--- src/rtl/result_unpacker.sv ---
// result_unpacker
//   Buffers packed 90-bit result words in a small FIFO and streams each word
//   out as 18 individual fields. Each field is sign- or zero-extended to
//   8 bits. The XOR of all 18 extended fields of the head word is presented
//   alongside the stream.
//
//   Field k is 4 + (k mod 3) bits wide. Fields are packed MSB-first starting
//   at bit 89. A field is signed when floor(k/3) is odd.
//
// Ports
//   clk        : clock, rising edge
//   rst_n      : asynchronous active-low reset
//   in_valid   : in_data offered
//   in_ready   : FIFO can take a word this cycle (never while full)
//   in_data    : packed word {y0..y17}, with y0 in [89:86]
//   out_valid  : a field is presented
//   out_ready  : consumer takes the presented field
//   out_idx    : field index, 0..17
//   out_field  : extended field value
//   out_last   : out_idx == 17
//   out_chk    : XOR of all 18 extended fields of the current word
//   word_count : words fully emitted (wraps)
//
// FSM states
//   state | meaning
//   IDLE  | FIFO empty, nothing presented
//   EMIT  | presenting field idx of the FIFO head word
module result_unpacker #(
  parameter int DEPTH = 2
) (
  input  logic        clk,
  input  logic        rst_n,
  input  logic        in_valid,
  output logic        in_ready,
  input  logic [89:0] in_data,
  output logic        out_valid,
  input  logic        out_ready,
  output logic [4:0]  out_idx,
  output logic [7:0]  out_field,
  output logic        out_last,
  output logic [7:0]  out_chk,
  output logic [15:0] word_count
);

  localparam int PW = (DEPTH > 1) ? $clog2(DEPTH) : 1;
  localparam int CW = $clog2(DEPTH + 1);

  typedef enum logic {IDLE, EMIT} state_t;

  state_t          state;
  logic [4:0]      idx;
  logic [89:0]     mem [DEPTH];
  logic [PW-1:0]   wr_ptr;
  logic [PW-1:0]   rd_ptr;
  logic [CW-1:0]   count;
  logic [CW-1:0]   count_nxt;
  logic            rdy_en;
  logic            full;
  logic            push;
  logic            pop;
  logic [89:0]     head;

  function automatic logic [PW-1:0] ptr_inc(input logic [PW-1:0] p);
    return (p == PW'(DEPTH - 1)) ? '0 : p + 1'b1;
  endfunction

  // Extract field k of word w and extend it to 8 bits.
  function automatic logic [7:0] field_ext(input logic [89:0] w, input int k);
    int         grp;
    int         sub;
    int         wd;
    int         lsb;
    logic [5:0] sh;
    logic       sgn;
    logic [7:0] ext;
    grp = k / 3;
    sub = k % 3;
    wd  = 4 + sub;
    // Each group of three fields takes 15 bits; offsets within a group are 0, 4 and 9.
    lsb = 90 - 15 * grp - ((sub == 0) ? 0 : (sub == 1) ? 4 : 9) - wd;
    sh  = 6'(w >> lsb);
    sgn = (grp % 2) == 1;
    case (wd)
      4:       ext = sgn ? {{4{sh[3]}}, sh[3:0]} : {4'b0, sh[3:0]};
      5:       ext = sgn ? {{3{sh[4]}}, sh[4:0]} : {3'b0, sh[4:0]};
      default: ext = sgn ? {{2{sh[5]}}, sh[5:0]} : {2'b0, sh[5:0]};
    endcase
    return ext;
  endfunction

  // rdy_en keeps in_ready low through reset and for the rest of the
  // cycle in which reset is released.
  assign full      = (count == CW'(DEPTH));
  assign in_ready  = rdy_en & ~full;
  assign push      = in_valid & in_ready;
  assign pop       = (state == EMIT) & out_ready & (idx == 5'd17);
  assign count_nxt = count + CW'(push) - CW'(pop);
  assign head      = mem[rd_ptr];
  assign out_valid = (state == EMIT);

  always_ff @(posedge clk) begin
    if (push) mem[wr_ptr] <= in_data;
  end

  always_ff @(posedge clk or negedge rst_n) begin
    if (!rst_n) begin
      rdy_en     <= 1'b0;
      wr_ptr     <= '0;
      rd_ptr     <= '0;
      count      <= '0;
      idx        <= '0;
      state      <= IDLE;
      word_count <= '0;
    end else begin
      rdy_en <= 1'b1;
      count  <= count_nxt;
      if (push) wr_ptr <= ptr_inc(wr_ptr);
      if (pop)  rd_ptr <= ptr_inc(rd_ptr);
      case (state)
        IDLE: begin
          idx <= '0;
          if (push) state <= EMIT;
        end
        EMIT: begin
          if (out_ready) begin
            if (idx == 5'd17) begin
              idx        <= '0;
              word_count <= word_count + 16'd1;
              if (count_nxt == '0) state <= IDLE;
            end else begin
              idx <= idx + 5'd1;
            end
          end
        end
        default: state <= IDLE;
      endcase
    end
  end

  // Outputs derive only from registered state and the head word, so they
  // hold steady while the consumer stalls.
  always_comb begin
    out_idx   = '0;
    out_field = '0;
    out_last  = 1'b0;
    out_chk   = '0;
    if (out_valid) begin
      out_idx   = idx;
      out_field = field_ext(head, int'(idx));
      out_last  = (idx == 5'd17);
      for (int k = 0; k < 18; k++) out_chk = out_chk ^ field_ext(head, k);
    end
  end

endmodule

--- config.mk ---
export PLATFORM = sky130hd
export DESIGN_NAME = result_unpacker
export DESIGN_NICKNAME = d
export VERILOG_FILES = /design/src/rtl/result_unpacker.sv
export SDC_FILE = /design/constraint.sdc
export NUM_CORES = 1
export LEC_CHECK = 0
export BUFFER_PORTS_ARGS = -buffer_cell sky130_fd_sc_hd__buf_2
export CORE_UTILIZATION = 33
export DETAILED_ROUTE_END_ITERATION = 6
export GPL_ROUTABILITY_DRIVEN = 0
export HOLD_SLACK_MARGIN = 0.03
export MAX_ROUTING_LAYER = met4
export PLACE_DENSITY = 0.56
export SLEW_MARGIN = 30
export SYNTH_ARGS = -nofsm -noshare
export SYNTH_HDL_FRONTEND = slang
export SYNTH_SLANG_ARGS = --single-unit
--- constraint.sdc ---
create_clock -name clk -period 11.3 [get_ports clk]
set_input_delay 2.825 -clock clk [delete_from_list [all_inputs] [get_ports clk]]
set_output_delay 2.825 -clock clk [all_outputs]
set_load 0.05 [all_outputs]
== Yosys cells after proc, flatten, opt, wreduce, memory -nomap -nowiden ==
Memories as Yosys holds them, arrays and structs flattened.
Cells that the tools add are included.

* Word-level logic and storage cells: 95
* Memory bits (writable): 180
* Memories: 1
* Bits in registers: 27
* Bits of input ports: 94

{| class="wikitable"
|+ Memory list
! memory !! words !! width !! read ports !! clocked after Yosys merged registers in !! wr ports !! line !! source
|-
| mem || 2 || 90 || 1 || 0 || 1 || 52 || <nowiki>logic [89:0] mem [DEPTH];</nowiki>
|}

* Equal/unequal tests: 7
* Shifts and indexed selects: 1
* Multiplexer cells: 39
* Bitwise logic cells: 24
* Reduce and logical (&&, ||, !) cells: 3
* Add/subtract/negate cells: 10
* $mul: 1
* Divide/modulo/power cells: 2

{| class="wikitable"
|+ Operator list
! operator !! count
|-
| $mux 8 || 23
|-
| $xor 8x8->8 || 17
|-
| $shr 90x32->6 || 1
|-
| $eq 32x3->1 const B || 2
|-
| $add 4x32->32 const A || 1
|-
| $div 6x3->32 const B || 1
|-
| $eq 32x2->1 const B || 1
|-
| $logic_not 32->1 || 1
|-
| $mod 6x3->32 const B || 1
|-
| $mul 5x32->32 const A || 1
|-
| $sub 32x32->32 || 1
|-
| $sub 32x5->32 || 1
|-
| $sub 8x32->32 const A || 1
|-
| $add 16x1->16 const B || 1
|-
| $pmux 8 s2 || 1
|-
| $mux 5 || 3
|-
| $pmux 5 s2 || 1
|-
| $mux 1 || 8
|-
| $mux 4 || 2
|-
| $add 5x1->5 const B || 1
|-
| $and 1x1->1 || 5
|-
| $eq 5x5->1 const B || 1
|-
| $eq 2x2->1 const B || 2
|-
| $reduce_and 3->1 || 1
|-
| 7 further kinds || 9
|}

== Logic depth before layout (Yosys ltp) ==
Gate-level depths: netlist of the first run.
An unclocked memory read counts as a cell.

* Depth after elaboration: 20
* Depth in mapped cells: 45
* Depth with buffers taken out: 39

== Worst setup path before layout of the first run ==
No wires, ideal clock.

* Path kind: reg-to-output
* From: register idx[3]
* To: output out_field[2]
* Cell stages (with the launch flop): 42
* Slack: -2.205 ns
* Data required time: 8.475 ns
* Arrival time: 10.680 ns
* Cell sequence: dfrtp_1 > clkbuf_1 > clkbuf_1 > ha_1 > nand4b_1 > o21ai_0 > a21o_1 > ha_1 > a221o_1 > or3_4 > clkinv_2 > xnor2_1 > inv_1 > ha_1 > inv_1 > o21a_1 > and3_1 > inv_2 > (+6 left out) > fa_1 > inv_1 > fa_1 > ha_1 > inv_1 > fa_1 > nor2b_4 > o211ai_2 > a211oi_2 > and4_1 > o211ai_1 > a2111o_1 > a2111oi_4 > nand4_2 > buf_6 > o21ai_1 > a31oi_1 > a2111oi_1

* Longest elaborated chain between the ends: 10
* Elaborated cells on any way between the ends: 19
* Classes of those cells: add/sub (4); mul (1); div (2); eq/ne (3); shift (1); mux (7); reduce/logical (1)

{| class="wikitable"
|+ Ends and longest elaborated chain
! item !! line !! source
|-
| start: declaration || 51 || <nowiki>logic [4:0] idx;</nowiki>
|-
| start signal: assignment || 131 || <nowiki>idx <= idx + 5'd1;</nowiki>
|-
| branches (longest 8 deep; another with $div 6x3->32) || - ||
|-
| $pmux 8 s2 * || 83 || <nowiki>case (wd)</nowiki>
|-
| $mux 8 * || 147 || <nowiki>if (out_valid) begin</nowiki>
|-
| end: declaration || 39 || <nowiki>output logic [7:0] out_field,</nowiki>
|}

Every way passes the cells marked *.

== Worst setup path after layout of the first run ==
* From: register idx[3]
* To: output out_field[7]

Same word-level chain as after synthesis.

==> summary.txt, run 1 <==
Status
  • Outcome: complete, but fails checks
  • Failing checks: setup timing

STA
  • Final Hold Viols: 0
  • Worst Skew: 0.02832 ns
  • Fin crit period: 12.03 ns
  • Hold_ws: 0.4721 ns
  • Final Setup Violations: 8
  • Unrepaired setup endpoints after global routing: true
  • Slew HR: 38.92%
  • Slew Viols, Final: 0
  • Achievable frequency: 83.11 MHz
  • Slew at the pin with the worst max-slew slack: 0.9162 ns
  • Final worst slack: -0.7323 ns
  • Period utilization: 106.5%

Synthesis
  • Largest area contributor in the netlist: edfxtp_1
  • Syn. warnings: 0
  • Yosys cell types: 92
  • Top_reg_cell synth: edfxtp_1
  • Sequential share of the synthesized area: 35.82%
  • Asr flop ratio synth: 13.04%
  • Synthesized area: 16,980 um^2
  • Synth top area share: 31.84%
  • Post-Syn Instances: 1,574
  • #FFs+latches synth: 207
  • Avg Inst Size Synth: ~11 um^2
  • Syn_nets: 1,777
  • Synth area leaders: edfxtp_1, mux4_2, ha_1
  • Post-synth EDFFs: 180

GRT
  • Initial antenna violation count: 1
  • Number of global-route vias before repair: ~13k
  • Largest net degree at the start of global routing: approximately 130
  • First-pass GRT wire length: 77.73 mm
  • Gr usage total: about 20%
  • Gr ovfl total: 0

Route
  • Number of routed nets with antenna violations: 0
  • Detailed Routing Iterations Pass 1: 5
  • Routed WL per cell: 21.04 um
  • Routed WL: 51.07 mm
  • Routed vias: roughly 13k
  • Vias per std cell: approximately 5.4
  • Drt drc: 0
  • Initial DRC count: 1,146

Worst setup path
  • CP Max Fanout: 7
  • CP delay by family, top: adder cells
  • Reg-to-Reg End: out_valid$_DFF_PN0_
  • CP max-delay cell: fa_1
  • FF-to-FF path depth: 12
  • R2R Setup Slk: roughly 8.1 ns
  • Most used cell, CP: ha_2
  • CP max stage delay: a little under 0.5 ns
  • Critical path class: register to output pin
  • Element type at the critical path start: register
  • WP buf/inv: 9
  • WP data arrival: 9.21 ns
  • Reg2reg start: idx[1]$_DFFE_PN0P_
  • Req. time, crit path: 8.48 ns
  • Endpoint type of the worst setup path: output pin

Cells and area
  • Nets: between 1.5k and 2k
  • Share of cells above drive strength 1: between 20% and 30%
  • Non-Filler Instances: ~2.4k
  • Diodes inserted: 0
  • Area Overhead vs Synth: 17.85%
  • Fillers: 4,902

Worst hold path
  • Worst hold path endpoint: word_count[15]$_DFFE_PN0P_
  • Worst hold start: word_count[15]$_DFFE_PN0P_
  • Hold path cells: 1
  • Hold Crit Class: register to register

Die
  • Die Span X: 228.8 um
  • Core ar.: 50,480 um^2
  • Die H: approximately 230 um
  • Die area: 52,350 um^2
  • Ports: 134
  • Initial Util: 33.63%
  • Row count: 82

Clock tree
  • Clk root buf: clkbuf_16
  • Clock sink count: 207
  • CTS max path bufs: 3
  • Clk_lat worst skew: 0.56 ns
  • CTS Buf Count: 24
  • Depth of the CTS H-tree: 1
  • Worst-path clk slew: 0.05 ns
  • CTS tree: yes
  • CTS Hold Bufs: 0

Placed design
  • Placed insts: 2,372
  • Dpl hpwl: 40.14 mm
  • PortBufs: ~130

Flow run
  • Max Cap Viol: 0
-- sequential cells by signal, indices dropped and copies added (netlist names) --
| signal | flops |
|---|---|
| wr_ptr | 1 |
| rdy_en | 1 |
| count | 2 |
| word_count | 16 |
| mem | 180 |
| idx | 5 |
| out_valid | 1 |
| rd_ptr | 1 |
-- cells in the mapped netlist, types with 4 or more instances --
cell type and n:
nand3_1 20, nor3_1 15, buf_2 22, mux2_2 5
buf_4 6, mux2i_1 29, a221o_1 5, nor3b_1 6
or2_2 7, o22ai_1 4, o2111ai_1 4, inv_1 119
ha_1 95, and3_1 8, mux4_2 119, a31oi_1 17
nand2_1 159, dfrtp_1 27, o21ai_1 6, and2_1 10
o21a_1 24, o211a_1 4, xor2_1 58, buf_1 15
a2111oi_0 5, clkbuf_1 46, nand4_1 15, fa_1 14
a21oi_1 89, nor4_1 5, or3_1 4, xnor2_1 125
a31o_2 5, a211oi_1 13, nand2b_1 6, a21boi_0 6
a311oi_1 4, nor2_1 120, o21ai_0 59, o211ai_1 11
nor2b_1 6, a21o_1 12, edfxtp_1 180
-- cells by family (layout without fill, tap and decap cells) --
kind of cell	Yosys count	in the layout	share of synthesized area [%]
xor gates and xnor gates	184	184	9.537
and+or+nand+nor	400	400	11.02
adders and majority gates	109	109	8.653
other	1	1	0.02209
buffers and inverters	212	393	5.041
AOI/OAI and AO/OA	307	307	12.01
muxes	154	154	17.90
DFF	207	207	35.82
-- worst register-to-register path: cells and delay by family (launching register included) --
kind | cells | cell delay (ns)
compound gates | 1 | 0.14
flops | 1 | 0.40
xor+xnor | 2 | 0.29
simple gates | 3 | 1.02
buf+inv | 3 | 0.52
fa+ha+maj | 3 | 0.73
-- worst max path at each step --
stage                       start           end  slack (ns)  cells past startpoint
2_1_floorplan  idx[3]$_DFFE_PN0P_  out_field[7]       -0.70                     43
3_5_place_dp   idx[3]$_DFFE_PN0P_  out_field[6]       -0.39                     38
4_1_cts        idx[3]$_DFFE_PN0P_  out_field[2]       -0.76                     38
3_3_place_gp   idx[3]$_DFFE_PN0P_  out_field[7]       -0.16                     38
6_report       idx[3]$_DFFE_PN0P_  out_field[7]       -0.73                     42
5_1_grt        idx[4]$_DFFE_PN0P_  out_field[7]       -1.16                     42
-- layout make-up --
type                    instances  area [um^2]  area share (%)
well taps                     672        840.8           4.203
clock inverters                12        143.9          0.7192
flip-flops and latches        207         6086           30.42
clock buffers                  31        626.9           3.133
repair buffers                229         1528           7.636
inverters                     121        466.7           2.333
multi-input cells            1155        10310           51.56
-- metrics by stage --
stage	setup TNS (ns)	util (%)	area [um^2]	worst slack [ns]
after floorplan	-2.110	-	17160	-0.6987
after global placement	-0.4349	37.67	19020	-0.1574
after detailed placement	-1.422	37.67	19020	-0.3882
after CTS	-4.791	39.41	19890	-0.7560
after global routing	-8.400	39.63	20010	-1.163
final	-5.124	39.63	20010	-0.7323
-- layout by cell type (no fill, tap or decap), drive strengths merged, types with 18 or more instances in the layout --
cell type / netlist / routed
buf: 44 / 229
edfxtp: 180 / 180
nand2: 159 / 159
xnor2: 126 / 126
nor2: 121 / 121
inv: 120 / 121
mux4: 119 / 119
ha: 95 / 95
a21oi: 89 / 89
o21ai: 65 / 65
xor2: 58 / 58
clkbuf: 47 / 31
mux2i: 29 / 29
dfrtp: 27 / 27
o21a: 24 / 24
nand3: 20 / 20
a31oi: 18 / 18
-- layer usage --
layer / GRT usage (%) / vias to the layer above / share of wire [%]
met3: 2.383 / 100 / 5.3
met2: 32.32 / 498 / 48
met4: 6.729 / 0 / 3.7
li1: - / 6134 / -
met1: 25.31 / 6458 / 43
met5: - / - / 0
-- timing repair --
action | 4_1_cts | 5_1_grt
gates resized for setup | 18 | 17
pin swaps | 8 | 5
endpoints found under the setup margin | 8 | 8
setup buffers | 5 | 7
Power of run 1 is not shown: default switching activity piles up to over one toggle a cycle in this logic, so the estimate is an artifact.
==> run 2, diff against run 1 <==
Settings changed: CORE_UTILIZATION 33 to 40, PLACE_DENSITY 0.56 to 0.64.
==> summary.txt, run 2 (same netlist as run 1, synthesis figures left out) <==
Status
  • Outcome: complete, but fails checks
  • Failing checks: setup timing

Clock tree
  • Depth of the CTS H-tree: 1 (unchanged)
  • Worst-path clk slew: 0.06 ns (about the same)
  • CTS Buf Count: 22 (-8.3%)
  • CTS Hold Bufs: 0 (unchanged)
  • CTS tree: yes
  • CTS max path bufs: 3 (unchanged)
  • Clk_lat worst skew: 0.51 ns (-0.05 ns)
  • Clk root buf: clkbuf_16
  • Clock sink count: 207 (unchanged)

Cells and area
  • Biggest regs: mem x180, word_count x16, idx x5
  • Area Overhead vs Synth: 17.87% (about the same)
  • Final core occ: 47.70% (+8.1 points)
  • Post-route cell area: 20,010 um^2 (about the same)
  • Max FFs per register: 180 (unchanged)
  • Nets: 1,957 (+0.82%)
  • Share of cells above drive strength 1: 27.81% (+1.7 points)
  • Biggest register: mem
  • Commonest non-fill, non-tap cell in the layout: edfxtp_1
  • Most frequent cells in the layout: edfxtp_1, nand2_1, buf_2, xnor2_1, mux4_2

STA
  • Worst Skew: 0.01405 ns (-0.01427 ns)
  • Final worst slack: -0.7530 ns (-0.02069 ns)
  • Period utilization: 106.7% (+0.18 points)
  • Final Hold Viols: 0 (unchanged)
  • Slew at the pin with the worst max-slew slack: 0.7755 ns (-0.1407 ns)
  • Final Setup Violations: 8 (unchanged)
  • Slew HR: 46.96% (+8.0 points)
  • Fin crit period: 12.05 ns (+0.02069 ns)
  • Setup TNS: -4.877 ns (+0.2476 ns)
  • Slew Viols, Final: 0 (unchanged)
  • Achievable frequency: 82.97 MHz (-0.17%)
  • Unrepaired setup endpoints after global routing: true

Worst hold path
  • Hold Crit Class: register to register

Route
  • Vias per std cell: 5.856 (+7.7%)
  • Routed vias: 13.53k (+2.6%)
  • Number of routed nets with antenna violations: 0 (unchanged)
  • Detailed Routing Iterations Pass 1: 7 (+2)
  • Routed WL per cell: 21.38 um (+1.6%)
  • Initial DRC count: 1,465 (+28%)
  • Drt drc: 0 (unchanged)
  • Routed WL: 49.39 mm (-3.3%)

Worst setup path
  • CP Max Fanout: 6 (-1)
  • CP max stage delay: 0.48 ns (about the same)
  • Req. time, crit path: 8.48 ns (about the same)
  • Crit path to: out_field[6]
  • Critical path class: register to output pin
  • Reg2reg start: idx[1]$_DFFE_PN0P_
  • Critical path startpoint: idx[3]$_DFFE_PN0P_
  • Element type at the critical path start: register
  • Reg-to-Reg End: word_count[13]$_DFFE_PN0P_
  • Endpoint type of the worst setup path: output pin
  • FF-to-FF path depth: 8 (-4)
  • WP data arrival: 9.23 ns (+0.02 ns)
  • CP max-delay cell: fa_1
  • R2R Setup Slk: 8.25 ns (+0.16 ns)

GRT
  • Gr usage total: 23.26% (+3.5 points)
  • Gr ovfl total: 0 (unchanged)
  • Initial antenna violation count: 1 (unchanged)
  • Number of global-route vias before repair: 13.14k (+1.5%)
  • Largest net degree at the start of global routing: 169 (+34%)
  • First-pass GRT wire length: 76.29 mm (-1.9%)

Placed design
  • Area post-placement: 18,800 um^2 (-1.2%)
  • Dpl hpwl: 38.71 mm (-3.6%)
  • PortBufs: 133 (unchanged)
  • Setup WS pre-CTS: -0.4107 ns (-0.02246 ns)

Die
  • Row count: 75 (-8.5%)
  • Ports: 134 (unchanged)
  • Die Span X: 208.0 um (-9.1%)
  • Initial Util: 40.47% (+6.8 points)
  • Die H: 208.0 um (-9.1%)
  • Core ar.: 41,950 um^2 (-17%)
  • Die area: 43,270 um^2 (-17%)

Flow run
  • Max Cap Viol: 0 (unchanged)
## run 2: per-stage QoR
step / std cells / hold WS, ns
detailed placement: 2240 / 0.4757
CTS: 2298 / 0.4888
global placement: 2240 / 0.4570
finish: 2310 / 0.4810
floorplan: 1574 / 0.4602
global route: 2309 / 0.5107
## run 2: cell type report
cell class / instances / area [um^2]
tap: 539 / 674.4
multi-input combinational: 1155 / 10400
inverter: 121 / 466.7
clock buffer: 24 / 579.3
sequential: 207 / 6086
timing repair buffer: 247 / 1659
clock inverter: 15 / 136.4
fill: 3730 / 21940
antenna: 2 / 5.005
## run 2: repair_timing
action                                  in CTS  in global routing
pin swaps                                   17                 24
setup buffers                               18                 10
cloned                                       1                  0
endpoints found under the setup margin       8                  8
gates resized for setup                     41                 23
## run 2: critical path, delay by kind of cell (launching register included)
kind                       cells  cell delay (ns)
xor gates and xnor gates       2             0.38
and+or+nand+nor                7             1.44
adders and majority gates      9             2.47
AOI/OAI and AO/OA             14             2.82
DFF                            1             0.43
buffers and inverters         11             1.17
## run 2: how the worst min path moves through the flow
| stage | endpoint | startpoint | depth (start not counted) |
|---|---|---|---|
| floorplan | count[1]$_DFF_PN0_ | count[1]$_DFF_PN0_ | 1 |
| global placement | word_count[15]$_DFFE_PN0P_ | word_count[15]$_DFFE_PN0P_ | 1 |
| detailed placement | word_count[15]$_DFFE_PN0P_ | word_count[15]$_DFFE_PN0P_ | 1 |
| CTS | word_count[15]$_DFFE_PN0P_ | word_count[15]$_DFFE_PN0P_ | 1 |
| global route | word_count[15]$_DFFE_PN0P_ | word_count[15]$_DFFE_PN0P_ | 1 |
| finish | word_count[15]$_DFFE_PN0P_ | word_count[15]$_DFFE_PN0P_ | 1 |
## run 2: metal layers
layer / track usage [%] / wire [um] / vias up
li1: - / - / 6162
met1: 31.29 / 20570 / 6591
met2: 36.54 / 23230 / 643
met3: 2.143 / 3372 / 131
met4: 8.914 / 2210 / 0
met5: - / 0 / -
Power of run 2 is left out for the same reason.
==> run 3, diff against run 2 <==
--- a/config.mk
+++ b/config.mk
@@ -14,2 +14,3 @@
 export PLACE_DENSITY = 0.64
+export SKIP_LAST_GASP = 1
 export SLEW_MARGIN = 30
==> constraint.sdc (replaced) <==
create_clock -name clk -period 11.3 [get_ports clk]
set_input_delay 2.26 -clock clk [delete_from_list [all_inputs] [get_ports clk]]
set_output_delay 2.26 -clock clk [all_outputs]
set_load 0.05 [all_outputs]
==> summary.txt, run 3 (same netlist as run 1, synthesis figures left out) <==
Placed design
  • Placed insts: 2,192 (-2.1%)
  • Dpl hpwl: 37.92 mm (-2.0%)
  • Area post-placement: 18,420 um^2 (-2.0%)
  • Setup WS pre-CTS: -0.2690 ns (+0.1417 ns)
  • PortBufs: 133 (unchanged)

Route
  • Vias per std cell: 5.902 (+0.79%)
  • Routed WL per cell: 21.70 um (+1.5%)
  • Number of routed nets with antenna violations: 0 (unchanged)
  • Met2 WL: 23.80 mm (+2.5%)
  • Routed vias: 13.38k (-1.1%)
  • Drt drc: 10 (+10)
  • Routed WL: 49.19 mm (-0.40%)
  • DR top layer: met4
  • Detailed Routing Iterations Pass 1: 7 (unchanged)
  • Post-Route M1 WL: 19.92 mm (-3.2%)
  • Routed wl met3: 3.676 mm (+9.0%)
  • Initial DRC count: 1,482 (+1.2%)

GRT
  • Number of global-route vias before repair: 13.11k (-0.26%)
  • Gr ovfl total: 0 (unchanged)
  • First-pass GRT wire length: 77.15 mm (+1.1%)
  • Initial antenna violation count: 0 (-1)
  • Largest net degree at the start of global routing: 137 (-19%)
  • Gr usage total: 23.47% (+0.21 points)

Die
  • Initial Util: 40.47% (unchanged)
  • Die Span X: 208.0 um (unchanged)
  • Ports: 134 (unchanged)
  • Die area: 43,270 um^2 (unchanged)
  • Core ar.: 41,950 um^2 (unchanged)
  • Row count: 75 (unchanged)
  • Die H: 208.0 um (unchanged)

STA
  • Slew Viols, Final: 0 (unchanged)
  • Slew at the pin with the worst max-slew slack: 0.9720 ns (+0.1965 ns)
  • Final Hold Viols: 0 (unchanged)
  • Unrepaired setup endpoints after global routing: true
  • Period utilization: 101.7% (-5.0 points)
  • Fin crit period: 11.49 ns (-0.5601 ns)
  • Slew HR: 35.20% (-12 points)
  • Final Setup Violations: 5 (-3)
  • Setup TNS: -0.7262 ns (+4.151 ns)
  • Worst Skew: 0.009770 ns (-0.004280 ns)
  • Achievable frequency: 87.01 MHz (+4.9%)
  • Final worst slack: -0.1928 ns (+0.5601 ns)

Worst setup path
  • CP delay by family, top: adder cells
  • Most used cell, CP: ha_2
  • Req. time, crit path: 9.04 ns (+0.56 ns)
  • WP data arrival: 9.23 ns (about the same)
  • Critical path class: register to output pin
  • CP Max Fanout: 6 (unchanged)
  • CP max stage delay: 0.58 ns (+0.10 ns)
  • WP buf/inv: 8 (-3)
  • CP max-delay cell: fa_2
  • Element type at the critical path start: register
  • Endpoint type of the worst setup path: output pin

Cells and area
  • Post-route cell area: 19,770 um^2 (-1.2%)
  • Biggest register: mem
  • Non-Filler Instances: 2,267 (-1.9%)
  • Commonest non-fill, non-tap cell in the layout: edfxtp_1
  • Biggest regs: mem x180, word_count x16, idx x5
  • Nets: 1,916 (-2.1%)
  • Share of cells above drive strength 1: 25.88% (-1.9 points)
  • Most frequent cells in the layout: edfxtp_1, nand2_1, buf_2, xnor2_1, mux4_2
  • Max FFs per register: 180 (unchanged)
  • Area Overhead vs Synth: 16.45%

Status
  • Failing checks: DRC, setup timing
  • Outcome: complete, but fails checks

Clock tree
  • Clk root buf: clkbuf_16
  • Worst-path clk slew: 0.06 ns (about the same)
  • CTS Buf Count: 23 (+4.5%)
  • CTS tree: yes
  • Depth of the CTS H-tree: 1 (unchanged)
  • Clock sink count: 207 (unchanged)
  • CTS Hold Bufs: 0 (unchanged)
  • Clk_lat worst skew: 0.53 ns (+0.02 ns)
  • CTS max path bufs: 3 (unchanged)

Worst hold path
  • Hold Crit Class: register to register

Flow run
  • Max Cap Viol: 0 (unchanged)
## run 3: path summary, 6_finish.rpt
path / slack, ns / depth (start not counted) / end / from
worst min-delay path: 0.47 / 1 / word_count[15]$_DFFE_PN0P_ / word_count[15]$_DFFE_PN0P_
worst max register to register: 8.27 / 11 / out_valid$_DFF_PN0_ / idx[1]$_DFFE_PN0P_
worst min register to register: 0.47 / 1 / word_count[15]$_DFFE_PN0P_ / word_count[15]$_DFFE_PN0P_
max in group asynchronous: 9.13 / 1 / rd_ptr$_DFFE_PN0P_ / rst_n
min in group asynchronous: 1.73 / 1 / word_count[8]$_DFFE_PN0P_ / rst_n
worst max-delay path: -0.19 / 39 / out_field[7] / idx[3]$_DFFE_PN0P_
## run 3: through the flow
| stage | hold WS, ns | util [%] |
|---|---|---|
| global route | 0.5108 | 47.12 |
| CTS | 0.4713 | 46.48 |
| detailed placement | 0.4587 | 43.90 |
| global placement | 0.4557 | 43.90 |
| finish | 0.4692 | 47.13 |
| floorplan | 0.4602 | - |
## run 3: cell type report
| class | count | area [um^2] |
|---|---|---|
| flip-flops and latches | 207 | 6086 |
| clock buffers | 31 | 639.4 |
| multi-input cells | 1156 | 10480 |
| fillers | 3806 | 22180 |
| repair buffers | 204 | 1314 |
| clock inverters | 8 | 110.1 |
| diodes | 1 | 2.502 |
| inverters | 121 | 466.7 |
| well taps | 539 | 674.4 |
## run 3: worst reg2reg max path, stage by stage, from the launching register on
cell and delay, ns:
dfrtp_1 0.50, inv_1 0.33, ha_1 0.26, nor3b_1 0.42, and3_1 0.44, ha_1 0.30, inv_1 0.06, ha_1 0.15
xnor2_1 0.13, xnor2_1 0.16, nor2_1 0.06, a22oi_1 0.13
## run 3: metal layers
metal,vias up,track usage [%]
li1,6063,-
met1,6587,30.99
met2,631,38.14
met3,99,2.430
met4,0,7.229
met5,-,-
## run 3: timing repair
item,4_1_cts,5_1_grt
resized for setup,32,41
gates cloned,1,0
buffers inserted,23,11
hold endpoints to repair,0,0
pin swaps,22,12
endpoints found under the setup margin,8,8
Power of run 3 is left out for the same reason.
